### config.mk
export PLATFORM = sky130hd
export DESIGN_NAME = fifo_wr_ctrl
export DESIGN_NICKNAME = d
export VERILOG_FILES = /design/src/rtl/fifo_wr_ctrl.sv
export SDC_FILE = /design/constraint.sdc
export NUM_CORES = 1
export LEC_CHECK = 0
export ABC_AREA = 1
export CORE_MARGIN = 4
export CORE_UTILIZATION = 31
export CTS_CLUSTER_DIAMETER = 50
export DETAILED_ROUTE_END_ITERATION = 16
export GPL_TIMING_DRIVEN = 0
export PLACE_DENSITY = 0.65
export SYNTH_ARGS = -nofsm -noshare
export SYNTH_HDL_FRONTEND = slang
export SYNTH_SLANG_ARGS = --single-unit
### constraint.sdc
create_clock -name WR_CLK -period 3.2 [get_ports WR_CLK]
set_input_delay 0.96 -clock WR_CLK [delete_from_list [all_inputs] [get_ports WR_CLK]]
set_output_delay 0.96 -clock WR_CLK [all_outputs]
set_load 0.005 [all_outputs]
### src/rtl/fifo_wr_ctrl.sv
// fifo_wr_ctrl: write-side controller of an asynchronous FIFO.
// Brings the Gray read pointer into the WR_CLK domain through two flops.
// Keeps the binary and Gray write pointers, and derives full, fill level and
// almost-full from the synchronized read pointer. Because that pointer lags
// the real read side, full and level are pessimistic and never optimistic.
// Optional feature: define FIFO_WR_OVF_FLAG_EN to build the sticky overflow
// flag. Without it, WR_overflow is tied low and WR_ovf_clr is ignored.
module fifo_wr_ctrl #(
    parameter int DATA_WIDTH = 8,
    parameter int ADDR_DATA  = 3,
    parameter int AF_THRESH  = 6
) (
    input  logic                 WR_CLK,
    input  logic                 WR_RST,
    input  logic                 WR_inc,
    input  logic [ADDR_DATA:0]   RD_PTR_g,
    output logic                 WR_en,
    output logic [ADDR_DATA-1:0] WR_addr,
    output logic [ADDR_DATA:0]   WR_PTR_g,
    output logic                 WR_full,
    output logic                 WR_almost_full,
    output logic [ADDR_DATA:0]   WR_level,
    input  logic                 WR_ovf_clr,
    output logic                 WR_overflow
);

    // Full when the write pointer is exactly one lap ahead of the read pointer.
    // In Gray code, that means the two MSBs are inverted and the remaining bits are equal.
    localparam logic [ADDR_DATA:0] FULL_MASK = {2'b11, {(ADDR_DATA-1){1'b0}}};
    localparam logic [ADDR_DATA:0] AF_LVL    = (ADDR_DATA+1)'(AF_THRESH);

    logic [ADDR_DATA:0] sync1;
    logic [ADDR_DATA:0] sync2;
    logic [ADDR_DATA:0] wr_ptr;
    logic [ADDR_DATA:0] wr_ptr_nxt;
    logic [ADDR_DATA:0] wr_ptr_g_nxt;
    logic [ADDR_DATA:0] rd_ptr_bin;

    // DATA_WIDTH only sizes the shared memory. This controller never needs it.
    logic unused_ok;
    assign unused_ok = DATA_WIDTH[0];

    function automatic logic [ADDR_DATA:0] gray2bin(input logic [ADDR_DATA:0] g);
        logic [ADDR_DATA:0] b;
        b[ADDR_DATA] = g[ADDR_DATA];
        for (int i = ADDR_DATA - 1; i >= 0; i--) begin
            b[i] = b[i+1] ^ g[i];
        end
        return b;
    endfunction

    // Two-flop synchronizer for the read pointer coming from the other clock domain.
    always_ff @(posedge WR_CLK) begin
        if (WR_RST) begin
            sync1 <= '0;
            sync2 <= '0;
        end else begin
            sync1 <= RD_PTR_g;
            sync2 <= sync1;
        end
    end

    // Status is derived only from registered pointers.
    // A write is dropped while full or during reset.
    always_comb begin
        rd_ptr_bin     = gray2bin(sync2);
        WR_full        = (WR_PTR_g == (sync2 ^ FULL_MASK));
        WR_level       = wr_ptr - rd_ptr_bin;
        WR_almost_full = (WR_level >= AF_LVL);
        WR_en          = WR_inc & ~WR_full & ~WR_RST;
        WR_addr        = wr_ptr[ADDR_DATA-1:0];
        wr_ptr_nxt     = wr_ptr + {{ADDR_DATA{1'b0}}, WR_en};
        wr_ptr_g_nxt   = wr_ptr_nxt ^ (wr_ptr_nxt >> 1);
    end

    // The binary and Gray write pointers advance together, on the same edge.
    always_ff @(posedge WR_CLK) begin
        if (WR_RST) begin
            wr_ptr   <= '0;
            WR_PTR_g <= '0;
        end else begin
            wr_ptr   <= wr_ptr_nxt;
            WR_PTR_g <= wr_ptr_g_nxt;
        end
    end

`ifdef FIFO_WR_OVF_FLAG_EN
    logic ovf_q;

    // Sticky overflow flag. A new overflow wins over a clear in the same cycle.
    always_ff @(posedge WR_CLK) begin
        if (WR_RST) begin
            ovf_q <= 1'b0;
        end else if (WR_inc && WR_full) begin
            ovf_q <= 1'b1;
        end else if (WR_ovf_clr) begin
            ovf_q <= 1'b0;
        end
    end

    assign WR_overflow = ovf_q;
`else
    logic unused_clr;
    assign unused_clr  = WR_ovf_clr;
    assign WR_overflow = 1'b0;
`endif

endmodule

==> metrics.yaml, run 1 <==
cp.arrival_ns: 2.15
final_core_util: 0.480
drt_wl_total_microns: 1530
grt_max_degree: 11
clk_path_buf_depth: 2
holdPathEnd: "sync2[2]"
dieArea_sq_um: 3370
hold_path.class: "flip-flop to flip-flop"
post_dp_cell_area_sq_um: 1010
power_frac_comb: 0.260
crit_type: "flip-flop to output port"
syn_inst: 114
critPathBufInv: 4
total_power_uw: 412
power_leakage_nw: 0.562
grt_usage: 0.0982
reg2reg_to: "WR_PTR_g[2]"
grt-ovfl-total: 0
drive_gt1_frac: 0.199
synth-warning-count: 0
synthDistinctLibCells: 17
placementRows: 17
p_int_uw: 303
nNetsFinal: 156
die_width_microns: 58.0
num_vias: 724
numCtsBuffers: 3
worstHoldStart: "sync1[2]"
pwr_density_cell_nw_per_um2: 373
grt_pass1_vias: 651
final_cell_area_sq_um: 1100
cap_viol_max_count: 0
die_h_microns: 58.0
fillCellCount: 253
critPathMaxFanout: 4
grt_antenna_before_repair: 0
power.share.sequential: 0.489
period_needed_ns: 3.11
r2r_start: "WR_PTR_g[3]"
diodes: 0
switchingPower_uw: 109
crit_chain: "inv_4 -> nand2_4 -> nand2_2 -> nand2_2 -> nand2_2 -> nand2_1 -> nand2_1 -> ha_2 -> inv_2 -> fa_2 -> xor2_2 -> buf_4 -> nand2_2 -> nand3_2 -> clkbuf_2"
whs_path_depth: 2
first_pass_iters: 4
cp_top_family: "adder cells"
ys_ff_latch: 15
wl_per_cell_microns: 9.05
hold_violations: 0
syn_area_per_cell_sq_um: 6.80
cts_tree: "done"
rr_worst_depth: 14
clk_pin_slew_worst_paths_ns: 0.08
reg2reg_slack_ns: 1.36
floorplan.initialDensity: 0.338
avgViaCountPerCell: 4.28
crit_slowest_cell: "dfxtp_4"
place_congestion: 0.765
place_hpwl_microns: 1230
ys_seq_area_frac: 0.387
io_buffers: 20
htree_levels: 1
io_pins: 23
pwr-share-clk: 0.251
switching_share: 0.265
critPathLaunch: "sync2[3]"
max_freq_mhz: 322
syn_area_sq_um: 776
drtAntennaViolNets: 0
drt_iter0_drc: 7
core_region_area_sq_um: 2300
synthesis.nets: 128
critPathRequiredTime_ns: 2.24
synth_top_cell_by_area: "dfxtp_1"
yosysTopAreaCellShare: 0.387
rsz0062_at_grt: "true"
setup_violations: 0
clock-root-buffer: "clkbuf_4"
slew_viol_final: 0
ys_top_cells_by_area: "dfxtp_1 (39%), nand2_1 (16%), inv_1 (12%)"
cp-end-kind: "output port"
grt_pass1_wl_microns: 2640
clock-sinks: 15
post-route-drc-count: 0
clk_latency_ns: 0.28
cp-start-kind: "flip-flop"
finalCritPeriodShare: 0.971
finClkSkew_ns: 0.00431
ir_drop_uv: 229
area_growth_pct: 42.3
worst_path_most_repeated_cell: "nand2_2"
status: "finished, final reports clean"
slowest_delay_ns: 0.37
-- cell type report --
| type | count | area (sq um) | area share |
|---|---|---|---|
| Tap cell | 28 | 35.0 | 0.0317 |
| Multi-Input combinational cell | 71 | 404 | 0.366 |
| Sequential cell | 15 | 305 | 0.277 |
| Inverter | 26 | 100 | 0.0907 |
| Buffer | 2 | 12.5 | 0.0113 |
| Clock buffer | 4 | 26.3 | 0.0238 |
| Timing Repair Buffer | 23 | 220 | 0.200 |
-- through the flow --
stage               TNS [ns]  cells  hold slack, ns  setup slack (ns)
floorplan                  0    114           0.388             0.587
global placement     -0.0377    162           0.393           -0.0377
detailed placement   -0.0737    162           0.399           -0.0378
CTS                  -0.0205    168           0.408           -0.0205
global route         -0.0577    169           0.428           -0.0577
finish                     0    169           0.405            0.0922
-- state kept, by name (all words and copies together), names as in the netlist --
register,flops
sync1,4
wr_ptr,3
sync2,4
WR_PTR_g,4
-- layer usage --
metal / track usage / up-vias / part of all wire
met5: 0 / - / 0
met3: 0.0134 / 4 / 0.048
met4: 0.0397 / 0 / 0.014
met1: 0.118 / 317 / 0.42
li1: - / 389 / -
met2: 0.174 / 14 / 0.52
-- synthesized netlist by cell type --
| library cell | instances |
|---|---|
| conb_1 | 1 |
| inv_2 | 1 |
| ha_1 | 5 |
| buf_2 | 1 |
| mux2i_1 | 1 |
| inv_1 | 25 |
| nand4_1 | 1 |
| buf_4 | 1 |
| xor2_1 | 1 |
| o21ai_0 | 1 |
| fa_1 | 1 |
| nand3_1 | 8 |
| a21oi_1 | 3 |
| dfxtp_1 | 15 |
| nor2_1 | 12 |
| nand2_1 | 33 |
| nand2_2 | 4 |
-- cells in the final DEF (no fill, tap or decap), drive strengths merged --
cell	count
conb	1
buf	5
o21ai	1
nor2	12
dlymetal6s2s	2
fa	1
inv	26
dfxtp	15
dlygate4sd2	2
mux2i	1
ha	5
clkbuf	5
nand3	8
a21oi	3
nand4	1
nand2	37
clkdlybuf4s50	15
xor2	1
-- worst reg2reg max path: stages (launching register included) --
cell,delay (ns)
dfxtp_1,0.36
inv_1,0.10
nand2_1,0.05
nand2_1,0.08
nand2_1,0.06
nor2_1,0.18
nor2_2,0.06
ha_1,0.23
ha_1,0.20
inv_1,0.06
nand2_1,0.06
nand3_1,0.12
nand3_1,0.09
nand2_1,0.07
inv_1,0.03
-- power by group through the flow --
stage | sequential, mW | clock (mW) | combinational, mW
after CTS | 0.202 | 0.105 | 0.101
final | 0.201 | 0.103 | 0.107
after global placement | 0.205 | 0 | 0.0983
after detailed placement | 0.206 | 0 | 0.100
after floorplan | 0.204 | 0 | 0.0487
after global routing | 0.203 | 0.114 | 0.123
-- repair_timing --
item,CTS,global route
setup endpoints to repair,4,3
pin swaps,1,6
gates resized for setup,9,15
buffers inserted,2,1
hold buffers,0,0
-- worst max path at each step --
stage,depth (start not counted),endpoint,slack [ns]
global placement,5,WR_en,-0.04
detailed placement,13,WR_almost_full,-0.04
CTS,14,WR_almost_full,-0.02
floorplan,12,WR_almost_full,0.59
global route,15,WR_almost_full,-0.06
finish,15,WR_almost_full,0.09
-- kinds of logic (layout without fill, tap and decap cells) --
| group | after synthesis | in the layout | share of synthesized area |
|---|---|---|---|
| AND/OR/NAND/NOR | 58 | 58 | 0.310 |
| buffers and inverters | 28 | 55 | 0.142 |
| multiplexers | 1 | 1 | 0.0129 |
| XOR/XNOR | 1 | 1 | 0.0113 |
| flip-flops | 15 | 15 | 0.387 |
| AO/OA/AOI/OAI | 4 | 4 | 0.0258 |
| other | 1 | 1 | 0.00483 |
| adder cells (fa/ha/maj) | 6 | 6 | 0.106 |
No activity file was read; power rests on OpenSTA's default activity.
==> run 2, diff against run 1 <==
--- a/config.mk
+++ b/config.mk
@@ -6,9 +6,10 @@
 export NUM_CORES = 1
 export LEC_CHECK = 0
 export ABC_AREA = 1
-export CORE_MARGIN = 4
+export CORE_MARGIN = 2
 export CORE_UTILIZATION = 31
 export CTS_CLUSTER_DIAMETER = 50
+export CTS_CLUSTER_SIZE = 16
 export DETAILED_ROUTE_END_ITERATION = 16
 export GPL_TIMING_DRIVEN = 0
 export PLACE_DENSITY = 0.65
==> run 2 against run 1 <==
  * Die area is 13% lower
  * Combinational power is 12% lower
  * Register-to-register slack hardly changed
  * First-iteration DRC count is 71% lower
  * Fmax is 2.0% higher
  * Clock-buffer cell count is 1 lower
  * Sequential share of layout area is 0.84 points higher
  * Clock skew is 0.0016 ns lower
  * Final area is 2.9% lower
  * Setup slack better by 0.061 ns
  * Clock power hardly changed
  * Routed wire length is 2.9% lower
  * Critical path type unchanged
  * Highest routed layer unchanged
==> metrics.yaml, run 2 (synthesis gave the netlist of run 1 again) <==
status: "finished, final reports clean"
cts_tree: "done"
crit_type: "flip-flop to output port"
critPathRequiredTime_ns: 2.24
fillCellCount: 253
area_growth_pct: 38.1
floorplan.initialDensity: 0.319
numCtsBuffers: 3
period_needed_ns: 3.05
instances_no_fill: 169
switching_share: 0.269
first_pass_iters: 2
post-route-drc-count: 0
grt_max_degree: 11
final_core_util: 0.440
switchingPower_uw: 108
hold_violations: 0
avgViaCountPerCell: 4.15
drtAntennaViolNets: 0
cp-start-kind: "flip-flop"
pwr_density_cell_nw_per_um2: 374
dp_cells: 164
place_hpwl_microns: 1220
largestRegisters: "WR_PTR_g x4, sync1 x4, sync2 x4"
grt_pass1_wl_microns: 2500
drt_wl_total_microns: 1490
multi_input_area_sq_um: 385
hold_path.class: "flip-flop to flip-flop"
post_dp_cell_area_sq_um: 1010
die_h_microns: 54.0
mostFrequentLayoutCells: "nand2_1 (32), inv_1 (23), clkdlybuf4s50_1 (15)"
grt_usage: 0.121
rsz0062_at_grt: "false"
die_width_microns: 54.0
clock-sinks: 15
drive_gt1_frac: 0.158
io_pins: 23
seqCellArea_sq_um: 305
placementRows: 18
pwr-share-clk: 0.262
grt-ovfl-total: 0
htree_levels: 1
place_congestion: 0.706
core_region_area_sq_um: 2430
diodes: 0
cp.arrival_ns: 2.09
setup_violations: 0
cap_viol_max_count: 0
place_worst_setup_slack_ns: -0.0365
fin_tns_setup_ns: 0
clk_pin_slew_worst_paths_ns: 0.09
worst_slack_ns: 0.153
dieArea_sq_um: 2920
power.share.sequential: 0.502
drt_iter0_drc: 2
grt_antenna_before_repair: 0
num_vias: 702
clk_path_buf_depth: 2
slew_viol_final: 0
fin_worst_hold_slack_ns: 0.395
finClkSkew_ns: 0.00270
io_buffers: 20
cp-end-kind: "output port"
ir_drop_uv: 198
wl_per_cell_microns: 8.79
grt_pass1_vias: 651
total_power_uw: 400
nNetsFinal: 154
clock-root-buffer: "clkbuf_4"
critPathMaxFanout: 4
power_leakage_nw: 0.554
finalCritPeriodShare: 0.952
clk_latency_ns: 0.27
final_cell_area_sq_um: 1070
final_common_cell: "nand2_1"
power_frac_comb: 0.236
max_freq_mhz: 328
p_int_uw: 292
==> run 2: cell count changes in the layout (fill, tap and decap cells not counted), sizes merged <==
| cell | change |
|---|---|
| buf | -2 |
| clkbuf | -1 |
| clkinv | +1 |
==> run 2: final cells by class <==
type / count / share of cell area
clock inverter: 1 / 0.00467
clock buffer: 3 / 0.0210
buffer: 2 / 0.0117
sequential: 15 / 0.285
multi-input combinational: 71 / 0.360
timing repair buffer: 21 / 0.192
tap: 30 / 0.0350
inverter: 26 / 0.0911
==> run 2: repair_timing <==
item | CTS | global route
hold buffers | 0 | 0
gates resized for setup | 10 | 8
endpoints found under the setup margin | 4 | 3
setup buffers | 0 | 1
pin swaps | 0 | 1
==> run 2: worst paths after layout <==
check,start,to,slack [ns],depth (start not counted)
setup / recovery,sync2[3],WR_almost_full,0.15,13
hold / removal,sync1[3],sync2[3],0.39,2
setup reg to reg,WR_PTR_g[3],WR_PTR_g[0],1.35,11
hold reg to reg,sync1[3],sync2[3],0.39,2
==> run 2: layer usage <==
| metal | GRT usage | wire length (microns) |
|---|---|---|
| met1 | 0.120 | 630 |
| met2 | 0.238 | 760 |
| met3 | 0.00833 | 74 |
| met4 | 0.0750 | 19 |
| met5 | 0 | 0 |
==> run 2: critical path, cell delays in order (launching register included) <==
cell      delay, ns
dfxtp_4        0.37
inv_2          0.07
nand2_2        0.06
nand2_2        0.08
nand2_2        0.08
nand2_4        0.08
nand2_1        0.05
nand2_1        0.07
ha_2           0.17
inv_2          0.04
fa_2           0.52
nand2_1        0.05
nand3_1        0.08
clkbuf_2       0.11
==> run 2: power by group through the flow <==
stage               Combinational, mW  Sequential (mW)  Clock, mW
floorplan                      0.0487            0.204          0
global placement               0.0976            0.205          0
detailed placement             0.0997            0.206          0
CTS                            0.0953            0.202      0.108
global route                    0.107            0.202      0.116
finish                         0.0943            0.201      0.105
==> run 3, diff against run 2 <==
--- a/config.mk
+++ b/config.mk
@@ -13,6 +13,7 @@
 export DETAILED_ROUTE_END_ITERATION = 16
 export GPL_TIMING_DRIVEN = 0
 export PLACE_DENSITY = 0.65
+export SKIP_LAST_GASP = 1
 export SYNTH_ARGS = -nofsm -noshare
 export SYNTH_HDL_FRONTEND = slang
 export SYNTH_SLANG_ARGS = --single-unit
==> results of run 3 <==
No change in the layout: final DEF, timing and power equal those of run 2.
==> RTL edit, RTL diff (config.mk and constraints of run 1) <==
Put a register stage on the output `WR_level`, cleared by the reset. The value now appears one clock later. The other outputs are not delayed to match.
--- a/src/rtl/fifo_wr_ctrl.sv
+++ b/src/rtl/fifo_wr_ctrl.sv
@@ -30,2 +30,4 @@
     localparam logic [ADDR_DATA:0] AF_LVL    = (ADDR_DATA+1)'(AF_THRESH);
+
+    logic [ADDR_DATA:0] WR_level_d;
 
@@ -67,4 +69,4 @@
         WR_full        = (WR_PTR_g == (sync2 ^ FULL_MASK));
-        WR_level       = wr_ptr - rd_ptr_bin;
-        WR_almost_full = (WR_level >= AF_LVL);
+        WR_level_d     = wr_ptr - rd_ptr_bin;
+        WR_almost_full = (WR_level_d >= AF_LVL);
         WR_en          = WR_inc & ~WR_full & ~WR_RST;
@@ -107,2 +109,10 @@
 
+    always_ff @(posedge WR_CLK) begin
+        if (WR_RST) begin
+            WR_level <= '0;
+        end else begin
+            WR_level <= WR_level_d;
+        end
+    end
+
 endmodule
Formal check against the unedited RTL: not equivalent (a bounded check fails within 4 cycles, from zero or initial values and one cycle with WR_RST high).
==> RTL edit against run 1 <==
- sequential power increased by 29%
- worst setup slack worse by 0.022 ns
- design area is 6.1% higher
- largest power group unchanged
- combinational power shrank 7%
- hold slack got worse by 0.0063 ns
- synthesized area grew 11%
- via count down 1.4%
- sequential cell count increased by 4
- first-iteration DRC count is 14% lower
- clock skew down 0.00084 ns
- power grew 18%
- final cell count rose by 0.59%
- wire length decreased by 2.7%
==> RTL edit: results (changes against run 1) <==
| Metric | Value |
|---|---|
| Status | complete, no violations |
| CP max FO | 3 (-1) |
| Placement Setup Slack | -0.09067 ns (-0.05291 ns) |
| Clock slew at reported path FFs | 0.11 ns (+0.03 ns) |
| Clock buffer depth | 2 (unchanged) |
| Hold_sp | sync1[3] |
| Leakage power | 0.5494 nW (-2.2%) |
| # DRC | 0 (unchanged) |
| DP HPWL | 1224 µm (-0.45%) |
| Vias per std cell | 4.200 (-2.0%) |
| Seq/Total Area, Yosys | 0.4419 (+0.05476) |
| Initial DRC Count | 6 (-1) |
| Synth area leaders | dfxtp_1 44%, nand2_1 11%, inv_1 10%, ha_1 7.3%, nor2_1 6.5% |
| Vias | 714 (-1.4%) |
| Path category of the worst min-delay check | flip-flop to flip-flop |
| FILL cells | 266 (+5.1%) |
| Crit Reg-Reg Endpoint | WR_PTR_g[1] |
| Reg2reg start | sync2[3] |
| Clock skew | 0.003470 ns (-0.0008437 ns) |
| Highest-delay cell along the critical path | fa_2 |
| H-Tree Level Count | 1 (unchanged) |
| Port Buf Inserts | 19 (-5.0%) |
| P_int | 0.0003546 W (+17%) |
| Hold path endpoint | sync2[3] |
| Layout cells sized above 1 | 0.2143 (+0.01570) |
| Vias in the first global route | 611 (-6.1%) |
| Global-route wire length before repair | 2573 µm (-2.4%) |
| Pin count of the biggest net entering global routing | 13 (+2) |
| Peak supply drop | 0.0002964 V (+30%) |
| Netlist cell types | 22 (+5) |
| GP Congestion | 0.7165 (-6.4%) |
| Placed Cells | 163 (+0.62%) |
| GRT Util Overall | 0.09532 (-0.002889) |
| Reg2reg path depth | 11 (-3) |
| Top cells by count, synth | 25 x nand2_1, 23 x inv_1, 19 x dfxtp_1 |
| Critical path's largest stage delay | 0.52 ns (+0.15 ns) |
| Die width | 60.70 µm (+4.6%) |
| Per-cell routed wire length | 8.753 µm (-3.3%) |
| Skew-Pair Late Insertion Delay | 0.30 ns (+0.02 ns) |
[RTL edit: changes by cell type after synthesis, moves of 2 or more]
cell / run 1 / this run
inv_1: 25 / 23
dfxtp_1: 15 / 19
nand3_1: 8 / 5
nand2_1: 33 / 25
nor2_1: 12 / 15
xnor2_1: 0 / 3
[RTL edit: cells by family after synthesis]
kind of cell               Yosys count  synth area share
xor gates and xnor gates             3           0.03053
and+or+nand+nor                     53            0.2675
other                                1          0.004356
buffers and inverters               27            0.1250
DFF                                 19            0.4419
muxes                                1           0.01163
AOI/OAI and AO/OA                    4           0.02325
adders and majority gates            6           0.09593
[RTL edit: power by group through the flow]
stage | clock (W) | sequential, W | combinational (W)
after floorplan | 0 | 0.000265 | 0.0000494
after global placement | 0 | 0.000265 | 0.0000910
final | 0.000127 | 0.000259 | 0.0000993
after CTS | 0.000130 | 0.000260 | 0.0000954
after global routing | 0.000141 | 0.000261 | 0.000114
after detailed placement | 0 | 0.000265 | 0.0000936
[RTL edit: worst max-delay path by stage]
stage	start	to	slack, ns	cells after the start
after CTS	sync2[2]	WR_almost_full	0.04	14
after detailed placement	sync2[3]	WR_almost_full	-0.09	13
after global placement	sync2[3]	WR_almost_full	-0.05	13
after global routing	sync2[3]	WR_almost_full	-0.11	13
after floorplan	sync2[2]	WR_almost_full	0.53	12
final	sync2[3]	WR_almost_full	0.07	14
[RTL edit: final cells by class]
type / instances / area (µm²) / share of cell area
Buffer: 3 / 17.52 / 0.01496
Clock buffer: 3 / 22.52 / 0.01923
Clock inverter: 1 / 7.507 / 0.006410
Inverter: 24 / 90.09 / 0.07692
Multi-Input combinational cell: 68 / 402.9 / 0.3440
Sequential cell: 19 / 385.4 / 0.3291
Tap cell: 30 / 37.54 / 0.03205
Timing Repair Buffer: 22 / 207.7 / 0.1774
[RTL edit: per-layer routing]
| metal | wire (µm) | global-route usage | share of wire |
|---|---|---|---|
| met2 | 727 | 0.1618 | 0.49 |
| met4 | 15 | 0.02786 | 0.010 |
| met5 | 0 | 0 | 0 |
| met3 | 114 | 0.04043 | 0.077 |
| met1 | 630 | 0.1092 | 0.42 |
[RTL edit: worst min-delay path, cell delays in order (launching register included)]
cell and delay, ns:
dfxtp_1 0.31, inv_1 0.04, nor2_1 0.03
[RTL edit: repair_timing]
item | in CTS | in global routing
resized for setup | 13 | 7
pin swaps | 3 | 8
endpoints found under the setup margin | 1 | 1
setup buffers | 2 | 1
[RTL edit: metrics by stage]
step | hold slack [ns] | TNS, ns
after floorplan | 0.3883 | 0
after global placement | 0.3901 | -0.04660
after detailed placement | 0.3923 | -0.09067
after CTS | 0.4019 | 0
after global routing | 0.4241 | -0.1065
final | 0.3983 | 0
